[config.mk]
export PLATFORM = sky130hd
export DESIGN_NAME = spi_master
export DESIGN_NICKNAME = d
export VERILOG_FILES = /design/src/rtl/spi_master.sv
export SDC_FILE = /design/constraint.sdc
export NUM_CORES = 1
export LEC_CHECK = 0
export ABC_AREA = 1
export CAP_MARGIN = 10
export CORE_MARGIN = 1
export CORE_UTILIZATION = 45
export CTS_CLUSTER_SIZE = 14
export DETAILED_ROUTE_END_ITERATION = 10
export HOLD_SLACK_MARGIN = 0.15
export PLACE_DENSITY_LB_ADDON = 0.25
export SYNTH_ARGS = -nofsm -noshare
export SYNTH_HDL_FRONTEND = slang
export SYNTH_SLANG_ARGS = --single-unit
[constraint.sdc]
create_clock -name clk -period 2.85 [get_ports clk]
set_clock_uncertainty 0.2 [all_clocks]
set_input_delay 0.57 -clock clk [delete_from_list [all_inputs] [get_ports clk]]
set_output_delay 0.57 -clock clk [all_outputs]
set_load 0.05 [all_outputs]
[src/rtl/spi_master.sv]
// Mode-0 SPI master: sends one DATA_W-bit word per start and captures the reply.
// Define SPI_LSB_FIRST_EN to shift LSB first in both directions; MSB first otherwise.
module spi_master #(
    parameter int DATA_W  = 16,
    parameter int CLK_DIV = 4
) (
    input  logic              clk,
    input  logic              rst,
    input  logic              start,
    input  logic [DATA_W-1:0] tx_data,
    output logic              busy,
    output logic              done,
    output logic [DATA_W-1:0] rx_data,
    output logic              ss_m,
    output logic              sclk_m,
    output logic              mosi_m,
    input  logic              miso_m
);

    localparam int BW = $clog2(DATA_W + 1);
    localparam int CW = (CLK_DIV > 1) ? $clog2(CLK_DIV) : 1;
    localparam logic [CW-1:0] DIV_LAST = CW'(CLK_DIV - 1);
    localparam logic [BW-1:0] BITS     = BW'(DATA_W);

    typedef enum logic [2:0] {
        IDLE  = 3'd0,
        SETUP = 3'd1,
        SHIFT = 3'd2,
        HOLD  = 3'd3,
        DONE  = 3'd4
    } state_t;

`ifdef SPI_LSB_FIRST_EN
    function automatic logic tx_head(input logic [DATA_W-1:0] v);
        return v[0];
    endfunction

    function automatic logic [DATA_W-1:0] tx_next(input logic [DATA_W-1:0] v);
        return {1'b0, v[DATA_W-1:1]};
    endfunction

    function automatic logic [DATA_W-1:0] rx_next(input logic [DATA_W-1:0] v, input logic b);
        return {b, v[DATA_W-1:1]};
    endfunction
`else
    function automatic logic tx_head(input logic [DATA_W-1:0] v);
        return v[DATA_W-1];
    endfunction

    function automatic logic [DATA_W-1:0] tx_next(input logic [DATA_W-1:0] v);
        return {v[DATA_W-2:0], 1'b0};
    endfunction

    function automatic logic [DATA_W-1:0] rx_next(input logic [DATA_W-1:0] v, input logic b);
        return {v[DATA_W-2:0], b};
    endfunction
`endif

    state_t            state_q;
    logic [DATA_W-1:0] tx_sr_q;
    logic [DATA_W-1:0] rx_sr_q;
    logic [DATA_W-1:0] rx_data_q;
    logic [BW-1:0]     bit_cnt_q;
    logic [CW-1:0]     div_cnt_q;
    logic              ss_q;
    logic              sclk_q;
    logic              mosi_q;
    logic              busy_q;
    logic              done_q;

    assign busy    = busy_q;
    assign done    = done_q;
    assign rx_data = rx_data_q;
    assign ss_m    = ss_q;
    assign sclk_m  = sclk_q;
    assign mosi_m  = mosi_q;

    // Pin-facing flags (ss, busy, done) update on the edge where their state is processed,
    // so they trail the state register by one cycle; sclk/mosi/miso move with the shifter.
    always_ff @(posedge clk or posedge rst) begin
        if (rst) begin
            state_q   <= IDLE;
            tx_sr_q   <= '0;
            rx_sr_q   <= '0;
            rx_data_q <= '0;
            bit_cnt_q <= '0;
            div_cnt_q <= '0;
            ss_q      <= 1'b1;
            sclk_q    <= 1'b0;
            mosi_q    <= 1'b0;
            busy_q    <= 1'b0;
            done_q    <= 1'b0;
        end else begin
            case (state_q)
                IDLE: begin
                    ss_q   <= 1'b1;
                    sclk_q <= 1'b0;
                    mosi_q <= 1'b0;
                    busy_q <= 1'b0;
                    done_q <= 1'b0;
                    if (start) begin
                        tx_sr_q   <= tx_data;
                        bit_cnt_q <= '0;
                        div_cnt_q <= '0;
                        state_q   <= SETUP;
                    end
                end
                SETUP: begin
                    ss_q   <= 1'b0;
                    busy_q <= 1'b1;
                    sclk_q <= 1'b0;
                    mosi_q <= tx_head(tx_sr_q);
                    if (div_cnt_q == DIV_LAST) begin
                        div_cnt_q <= '0;
                        state_q   <= SHIFT;
                    end else begin
                        div_cnt_q <= div_cnt_q + 1'b1;
                    end
                end
                SHIFT: begin
                    if (div_cnt_q == DIV_LAST) begin
                        div_cnt_q <= '0;
                        sclk_q    <= ~sclk_q;
                        if (!sclk_q) begin
                            rx_sr_q   <= rx_next(rx_sr_q, miso_m);
                            bit_cnt_q <= bit_cnt_q + 1'b1;
                        end else if (bit_cnt_q == BITS) begin
                            state_q <= HOLD;
                        end else begin
                            tx_sr_q <= tx_next(tx_sr_q);
                            mosi_q  <= tx_head(tx_next(tx_sr_q));
                        end
                    end else begin
                        div_cnt_q <= div_cnt_q + 1'b1;
                    end
                end
                HOLD: begin
                    sclk_q <= 1'b0;
                    if (div_cnt_q == DIV_LAST) begin
                        div_cnt_q <= '0;
                        state_q   <= DONE;
                    end else begin
                        div_cnt_q <= div_cnt_q + 1'b1;
                    end
                end
                DONE: begin
                    ss_q      <= 1'b1;
                    done_q    <= 1'b1;
                    busy_q    <= 1'b0;
                    mosi_q    <= 1'b0;
                    sclk_q    <= 1'b0;
                    rx_data_q <= rx_sr_q;
                    state_q   <= IDLE;
                end
                default: begin
                    ss_q      <= 1'b1;
                    sclk_q    <= 1'b0;
                    mosi_q    <= 1'b0;
                    busy_q    <= 1'b0;
                    done_q    <= 1'b0;
                    div_cnt_q <= '0;
                    state_q   <= IDLE;
                end
            endcase
        end
    end

endmodule

==> results of run 1 <==
==> metal layers <==
layer  vias up  track usage  routed length (um)  part of all wire
met3         8       0.0447                 300             0.053
met2        42        0.304                2690              0.47
met1      1117        0.233                2630              0.46
li1       1206            -                   -                 -
met5         -            0                   0                 0
met4         0       0.0909                  80             0.014
==> final cells by class <==
| type | count | area share |
|---|---|---|
| timing repair buffer | 43 | 0.124 |
| clock inverter | 5 | 0.00995 |
| tap | 77 | 0.0274 |
| multi-input combinational | 251 | 0.317 |
| sequential | 63 | 0.448 |
| clock buffer | 11 | 0.0373 |
| inverter | 34 | 0.0363 |
==> power breakdown <==
group	internal, uW	switching [uW]
Combinational	377	799
Sequential	1120	144
Clock	316	341
Total	1810	1280
==> sequential cells by signal (all words and copies together), names as in the netlist <==
register and flops:
mosi_m 1, bit_cnt_q 5, tx_sr_q 16, ss_m 1
done 1, div_cnt_q 2, sclk_m 1, rx_data 16
rx_sr_q 16, busy 1, state_q 3
==> layout by cell type (no fill, tap or decap) <==
cell	instances
a21oi_1	1
a21oi_2	1
buf_12	1
buf_4	2
clkbuf_1	2
clkbuf_8	9
clkdlybuf4s50_1	40
clkinv_2	2
clkinv_4	2
clkinvlp_4	1
dfrtp_1	62
dfstp_2	1
ha_1	3
inv_1	28
inv_2	6
nand2_1	157
nand2_2	1
nand3_1	24
nand3_2	2
nand4_1	2
nor2_1	11
nor2_2	6
nor2_4	1
nor3_1	1
nor3b_2	1
o21ai_0	31
o21ai_1	6
o21ai_2	1
o21bai_1	2
==> per-stage QoR <==
step | instances | instance area (um^2)
global route | 484 | 3520
CTS | 484 | 3520
global placement | 468 | 3350
finish | 484 | 3520
floorplan | 363 | 2960
detailed placement | 468 | 3350
==> cell families after synthesis <==
logic type      count (synthesis)
compound gates                 42
buf+inv                        49
fa+ha+maj                       3
flops                          63
simple gates                  206
==> final timing paths <==
check | startpoint | slack, ps | to | cells after the start
worst max-delay path | ss_m | 430 | ss_m | 1
worst min-delay path | ss_m | 270 | ss_m | 2
min in group asynchronous | rst | 400 | tx_sr_q[2] | 3
max in group asynchronous | rst | 1730 | ss_m | 3
worst max register to register | bit_cnt_q[0] | 840 | tx_sr_q[2] | 9
worst min register to register | ss_m | 270 | ss_m | 2
==> metrics.yaml, run 1 <==
synth_compound_area_frac: 0.0752
slew_headroom: 0.608
grtUsageTotal: 0.187
tns_ps: 0
pre_cts_ws_ps: 576
async_flop_share: 1.00
multi_input_area_um2: 1120
synth_simple_gate_area_frac: 0.289
power.density_nw_per_um2: 879
antenna_cells: 0
numCtsBuffers: 9
num_rows: 29
ys_seq_area_frac: 0.533
clk_latency_ps: 340
worstMarginPinSlew_ps: 588
power_leakage_uw: 0.00174
tritoncts: "yes"
start_util: 0.466
syn2layout_area_growth_pct: 18.9
netlist_top_cells_area: "dfrtp_1 52%, nand2_1 20%, o21ai_0 5.2%"
port_buffers: 40
path_cells: "clkdlybuf4s50_1"
die_area_um2: 6910
slew_violations: 0
p_total_uw: 3100
grt_max_degree: 64
synth_area_leader_cell: "dfrtp_1"
min_period_ps: 2420
dp_hpwl_um: 3860
setup_viol: 0
muxShareOfSynthArea: 0
clockBufferDepth: 2
path_class: "flop to output port"
cpMaxStageDelayCell: "clkdlybuf4s50_1"
grt_overflow: 0
antenna_found_initial: 0
critPathBufInv: 1
synth_common_cells: "157 x nand2_1, 62 x dfrtp_1, 31 x o21ai_0"
cap_violations: 0
cts_setup_buffers: 0
ys.flop_type: "dfrtp_1"
io_pins: 41
cts.clk_slew.worst_paths_ps: 70
ir_drop_uv: 455
fin_ws_ps: 427
outcome: "complete, no violations"
synthXorXnorAreaFrac: 0
n_fill_cell: 602
yosys.cell_count.top_type: "nand2_1"
crit_path_end_kind: "output port"
yosys_warnings: 0
synth.distinct_cells: 25
core_area_um2: 6350
avgViaCountPerCell: 4.90
hold_ws_ps: 271
crit_arrival_ps: 1650
cts-htree-levels: 3
cts_resized: 0
cp.required_ps: 2080
synth_area_per_cell_um2: 8.16
drc: 0
seqCellArea_um2: 1580
synth_top_area_frac: 0.524
cts_root_buf: "clkbuf_8"
gp_congestion: 0.798
worstHoldPathType: "flop to flop"
nNetsFinal: 425
antenna_left: 0
drt_iter0_markers: 118
wirelength_um: 5700
clock_sinks: 63
wl_per_cell_um: 11.8
synth_area_um2: 2960
fp.dieH_um: 83.1
cp_max_fo: 2
synth_top_family_by_area: "simple AND/OR/NAND/NOR gates"
timing.fmax_ghz: 0.413
fin_util: 0.554
route.vias.total: 2373
rsz0062_at_grt: "no"
fin_crit_sh: 0.850
ys_seq_elements: 63
slowest_delay_ps: 790
grt_pass1_wl_um: 10300
synth_fp_nets: 386
synthAdderAreaFrac: 0.0127
synth-edff-count: 0
finalHoldViolCount: 0
grt_pass1_vias: 2297
cts_hold_buf: 0
cpLargestDelayFamily: "buffers and inverters"
cp-start-kind: "flop"
die_w_um: 83.1
layout-drive-gt1-share: 0.0909
syn_inst: 363
dr.pass1.iters: 4
Note: power is estimated with default switching activity, not from simulation.
==> run 2: changes to the inputs <==
TNS_END_PERCENT = 20   (was unset)
clock period = 2.9 ns   (was 2.85 ns; I/O delays follow)
==> metrics.yaml, run 2 (synthesized netlist as in run 1, its figures left out) <==
cp-endpoint: "ss_m"  # unchanged
fin_crit_sh: 0.839
antenna_cells: 0  # unchanged
startpoint: "ss_m"  # unchanged
min_period_ps: 2430
worstMarginPinSlew_ps: 569  # was 588 ps
crit_path_end_kind: "output port"  # unchanged
cts.clk_slew.worst_paths_ps: 60  # was 70 ps
fin_util: 0.563  # was 0.554
cp_max_fo: 2  # unchanged
p_total_uw: 3250  # was 3100 uW
cp.depth: 1  # unchanged
cp-start-kind: "flop"  # unchanged
num_rows: 29  # unchanged
fin_cells: 484  # unchanged
cpMaxStageDelayCell: "clkdlybuf4s50_1"  # unchanged
cts_resized: 0  # unchanged
worstReg2RegStart: "bit_cnt_q[0]"  # unchanged
crit_arrival_ps: 1650  # about the same
antenna_left: 0  # unchanged
cp.required_ps: 2120  # was 2080 ps
dr.pass1.iters: 4  # unchanged
antenna_found_initial: 0  # unchanged
numCtsBuffers: 9  # unchanged
grtUsageTotal: 0.188  # was 0.187
power.density_nw_per_um2: 910  # was 879 nW/um^2
p_clk_frac: 0.262  # was 0.212
cpLargestDelayFamily: "buffers and inverters"  # unchanged
clockBufferDepth: 2  # unchanged
io_pins: 41  # unchanged
tritoncts: "yes"  # unchanged
p_sw_frac: 0.385  # was 0.415
switching_power_uw: 1250  # was 1280 uW
worst_r2r_endpoint: "tx_sr_q[2]"  # unchanged
avgViaCountPerCell: 4.89  # was 4.90
place_inst: 468  # unchanged
final_common_cell: "nand2_1"  # unchanged
critPathBufInv: 1  # unchanged
wirelength_um: 5740  # was 5700 um
slew_violations: 0  # unchanged
power.internal_uw: 2000  # was 1810 uW
clock_sinks: 63  # unchanged
grt_max_degree: 64  # unchanged
path_cells: "clkdlybuf4s50_1"  # unchanged
port_buffers: 40  # unchanged
grt_pass1_vias: 2409  # was 2297
rsz0062_at_grt: "no"  # unchanged
nNetsFinal: 425  # unchanged
die_w_um: 83.1  # unchanged
hold_ws_ps: 274  # was 271 ps
combPwrFrac: 0.356  # was 0.380
wl_per_cell_um: 11.9  # was 11.8 um
grt_pass1_wl_um: 10300  # about the same
gp_congestion: 0.787  # was 0.798
reg2regPathDepth: 9  # unchanged
outcome: "complete, no violations"  # unchanged
clk_latency_ps: 340  # about the same
wl_met2_um: 2680  # was 2690 um
ir_drop_uv: 531  # was 455 uV
layout-drive-gt1-share: 0.0909  # unchanged
drc: 0  # unchanged
tns_ps: 0  # unchanged
finalHoldViolCount: 0  # unchanged
slowest_delay_ps: 790  # about the same
power_leakage_uw: 0.00177  # was 0.00174 uW
top_layer: "met4"  # unchanged
cts_setup_buffers: 0  # unchanged
start_util: 0.466  # unchanged
p_seq_frac: 0.382  # was 0.408
worstHoldPathType: "flop to flop"  # unchanged
grt_overflow: 0  # unchanged
min-delay-start: "tx_sr_q[4]"  # was ss_m
reg2reg_slack_ps: 920  # was 840 ps
fp.dieH_um: 83.1  # unchanged
setup_viol: 0  # unchanged
timing.fmax_ghz: 0.411
slew_headroom: 0.620  # was 0.608
cts_root_buf: "clkbuf_8"  # unchanged
die_area_um2: 6910  # unchanged
cts_hold_buf: 0  # unchanged
cts-htree-levels: 3  # unchanged
final_cell_mix: "157 x nand2_1, 62 x dfrtp_1, 40 x clkdlybuf4s50_1, 31 x o21ai_0, 28 x inv_1"  # unchanged
met3_length_um: 283  # was 300 um
path_class: "flop to output port"  # unchanged
route.vias.total: 2368  # was 2373
met1_length_um: 2660  # was 2630 um
cap_violations: 0  # unchanged
dp_hpwl_um: 3840  # was 3860 um
drt_iter0_markers: 105  # was 118
core_area_um2: 6350  # unchanged
syn2layout_area_growth_pct: 20.8  # was 18.9%
==> run 2: cell count changes in the layout (fill, tap and decap cells not counted), sizes merged <==
cell and change:
bufinv +2, clkbuf +2, clkinv -3, clkinvlp -1
==> run 2: layout make-up <==
class,instances,area (um^2)
fillers,586,2770
clock buffers,13,159
multi-input cells,251,1120
clock inverters,3,65.1
repair buffers,43,435
flip-flops and latches,63,1580
inverters,34,128
well taps,77,96.3
==> run 2: layer usage <==
| metal | global-route usage | vias to the layer above |
|---|---|---|
| met1 | 0.229 | 1102 |
| li1 | - | 1203 |
| met3 | 0.0497 | 9 |
| met5 | 0 | - |
| met4 | 0.111 | 0 |
| met2 | 0.299 | 54 |
==> run 2: metrics by stage <==
| stage | setup WS [ps] | area [um^2] |
|---|---|---|
| after global placement | 659 | 3350 |
| after detailed placement | 627 | 3350 |
| after global routing | 429 | 3580 |
| after CTS | 449 | 3580 |
| final | 468 | 3580 |
| after floorplan | 552 | 2960 |
==> run 2: power groups by stage <==
| stage | logic (uW) | registers [uW] | clock network, uW |
|---|---|---|---|
| final | 1160 | 1240 | 852 |
| after global routing | 1310 | 1270 | 913 |
| after CTS | 1170 | 1240 | 870 |
| after floorplan | 849 | 1360 | 0 |
| after detailed placement | 1170 | 1260 | 0 |
| after global placement | 1150 | 1250 | 0 |
==> run 2: how the worst min path moves through the flow <==
| stage | to | slack [ps] | cells past startpoint |
|---|---|---|---|
| 2_1_floorplan | tx_sr_q[0] | 240 | 2 |
| 3_3_place_gp | tx_sr_q[13] | 250 | 2 |
| 3_5_place_dp | tx_sr_q[3] | 260 | 2 |
| 4_1_cts | tx_sr_q[4] | 280 | 2 |
| 5_1_grt | tx_sr_q[4] | 290 | 2 |
| 6_report | tx_sr_q[4] | 270 | 2 |
==> run 3: changes to the inputs <==
clock period = 2.1 ns   (was 2.9 ns; I/O delays follow)
==> metrics.yaml, run 3 (synthesized netlist as in run 1, its figures left out) <==
outcome: "complete, no violations"  # unchanged
cap_violations: 0  # unchanged
antenna_found_initial: 0  # unchanged
slew_headroom: 0.682  # was 0.620
power_leakage_uw: 0.00181  # was 0.00177 uW
n_fill_cell: 586  # unchanged
crit_path_end_kind: "flop"  # was output port
rsz0062_at_grt: "no"  # unchanged
cts_setup_buffers: 0  # unchanged
syn2layout_area_growth_pct: 19.3  # was 20.8%
cp.required_ps: 2170  # was 2120 ps
core_area_um2: 6350  # unchanged
tritoncts: "yes"  # unchanged
grtUsageTotal: 0.188  # about the same
grt_pass1_vias: 2352  # was 2409
grt_pass1_wl_um: 10300  # about the same
port_buffers: 40  # unchanged
tns_ps: 0  # unchanged
met3_length_um: 238  # was 283 um
die_area_um2: 6910  # unchanged
nNetsFinal: 429  # was 425
layout-drive-gt1-share: 0.148  # was 0.0909
min-delay-start: "tx_sr_q[8]"  # was tx_sr_q[4]
cts_resized: 0  # unchanged
numCtsBuffers: 9  # unchanged
startpoint: "state_q[1]"  # was ss_m
wl_per_cell_um: 12.0  # was 11.9 um
cts_root_buf: "clkbuf_8"  # unchanged
antenna_left: 0  # unchanged
final_cell_mix: "157 x nand2_1, 62 x dfrtp_1, 31 x o21ai_0, 28 x inv_1, 26 x buf_4"  # was 157 x nand2_1, 62 x dfrtp_1, 40 x clkdlybuf4s50_1, 31 x o21ai_0, 28 x inv_1
route.vias.total: 2397  # was 2368
cts-htree-levels: 3  # unchanged
final_common_cell: "nand2_1"  # unchanged
fin_crit_sh: 0.849
num_rows: 29  # unchanged
avgViaCountPerCell: 4.91  # was 4.89
timing.fmax_ghz: 0.561
wl_met2_um: 2730  # was 2680 um
die_w_um: 83.1  # unchanged
design_area_um2: 3530  # was 3580 um^2
multi_input_area_um2: 1120  # unchanged
cts.clk_slew.worst_paths_ps: 60  # about the same
start_util: 0.466  # unchanged
finalHoldViolCount: 0  # unchanged
dp_hpwl_um: 3980  # was 3840 um
top_layer: "met4"  # unchanged
dr.pass1.iters: 4  # unchanged
fp.dieH_um: 83.1  # unchanged
worstReg2RegStart: "state_q[1]"  # was bit_cnt_q[0]
placed_area_um2: 3350  # about the same
clockBufferDepth: 2  # unchanged
wirelength_um: 5840  # was 5740 um
grt_max_degree: 33  # was 64
grt_overflow: 0  # unchanged
clock_sinks: 63  # unchanged
cts_hold_buf: 0  # unchanged
met1_length_um: 2710  # was 2660 um
drc: 0  # unchanged
seqCellArea_um2: 1580  # unchanged
clk_latency_ps: 340  # about the same
antenna_cells: 0  # unchanged
worstHoldPathType: "flop to flop"  # unchanged
ir_drop_uv: 757  # was 531 uV
gp_congestion: 0.754  # was 0.787
drt_iter0_markers: 149  # was 105
min_period_ps: 1780
crit_arrival_ps: 1850  # was 1650 ps
power.density_nw_per_um2: 1240  # was 910 nW/um^2
slew_violations: 0  # unchanged
cp_max_fo: 17  # was 2
worstMarginPinSlew_ps: 476  # was 569 ps
cp-start-kind: "flop"  # unchanged
setup_viol: 0  # unchanged
io_pins: 41  # unchanged
path_class: "flop to flop"  # was flop to output port
[run 3: cell count changes in the layout (fill, tap and decap cells not counted), sizes merged]
cell / delta
buf: +25
bufinv: -1
clkbuf: -1
clkdlybuf4s50: -21
clkinv: +2
clkinvlp: +1
inv: -1
[run 3: cell type report]
cell class                      count  area share
Inverter                           34      0.0372
Clock buffer                       12      0.0383
Sequential cell                    63       0.447
Tap cell                           77      0.0273
Multi-Input combinational cell    251       0.316
Clock inverter                      4      0.0138
Timing Repair Buffer               47       0.120
[run 3: critical path: stages, from the launching register on]
cell and delay (ps):
dfrtp_1 540, nand2_1 110, nor2_2 220, buf_4 280, nand2_1 70, nand2_1 140, nand2_1 80, nand2_1 70
[run 3: through the flow]
step           setup slack, ps  power (uW)  hold WS [ps]  utilization  cells
3_5_place_dp              80.6        3410           259        0.527    472
3_3_place_gp               122        3380           255        0.527    472
2_1_floorplan              397        3050           242            -    363
4_1_cts                    310        4430           274        0.556    488
5_1_grt                    152        4720           289        0.556    488
6_report                   318        4390           271        0.556    488
[run 3: path summary, 6_finish.rpt]
path                       depth (start not counted)      endpoint  slack, ps
setup / recovery                                   7  bit_cnt_q[1]        320
setup reg to reg                                   7  bit_cnt_q[1]        320
min in group asynchronous                          3          done        330
max in group asynchronous                          3          ss_m       1060
hold / removal                                     2    tx_sr_q[8]        270
hold reg to reg                                    2    tx_sr_q[8]        270
[run 3: power breakdown]
part	switching, uW	internal (uW)	leakage [uW]
registers	192	1520	0.000837
clock network	454	548	0.0000943
logic	1110	559	0.000876
total	1760	2630	0.00181
[run 3: layer usage]
metal,GRT usage,up-vias
li1,-,1216
met1,0.232,1124
met2,0.306,44
met3,0.0408,13
met4,0.108,0
met5,0,-
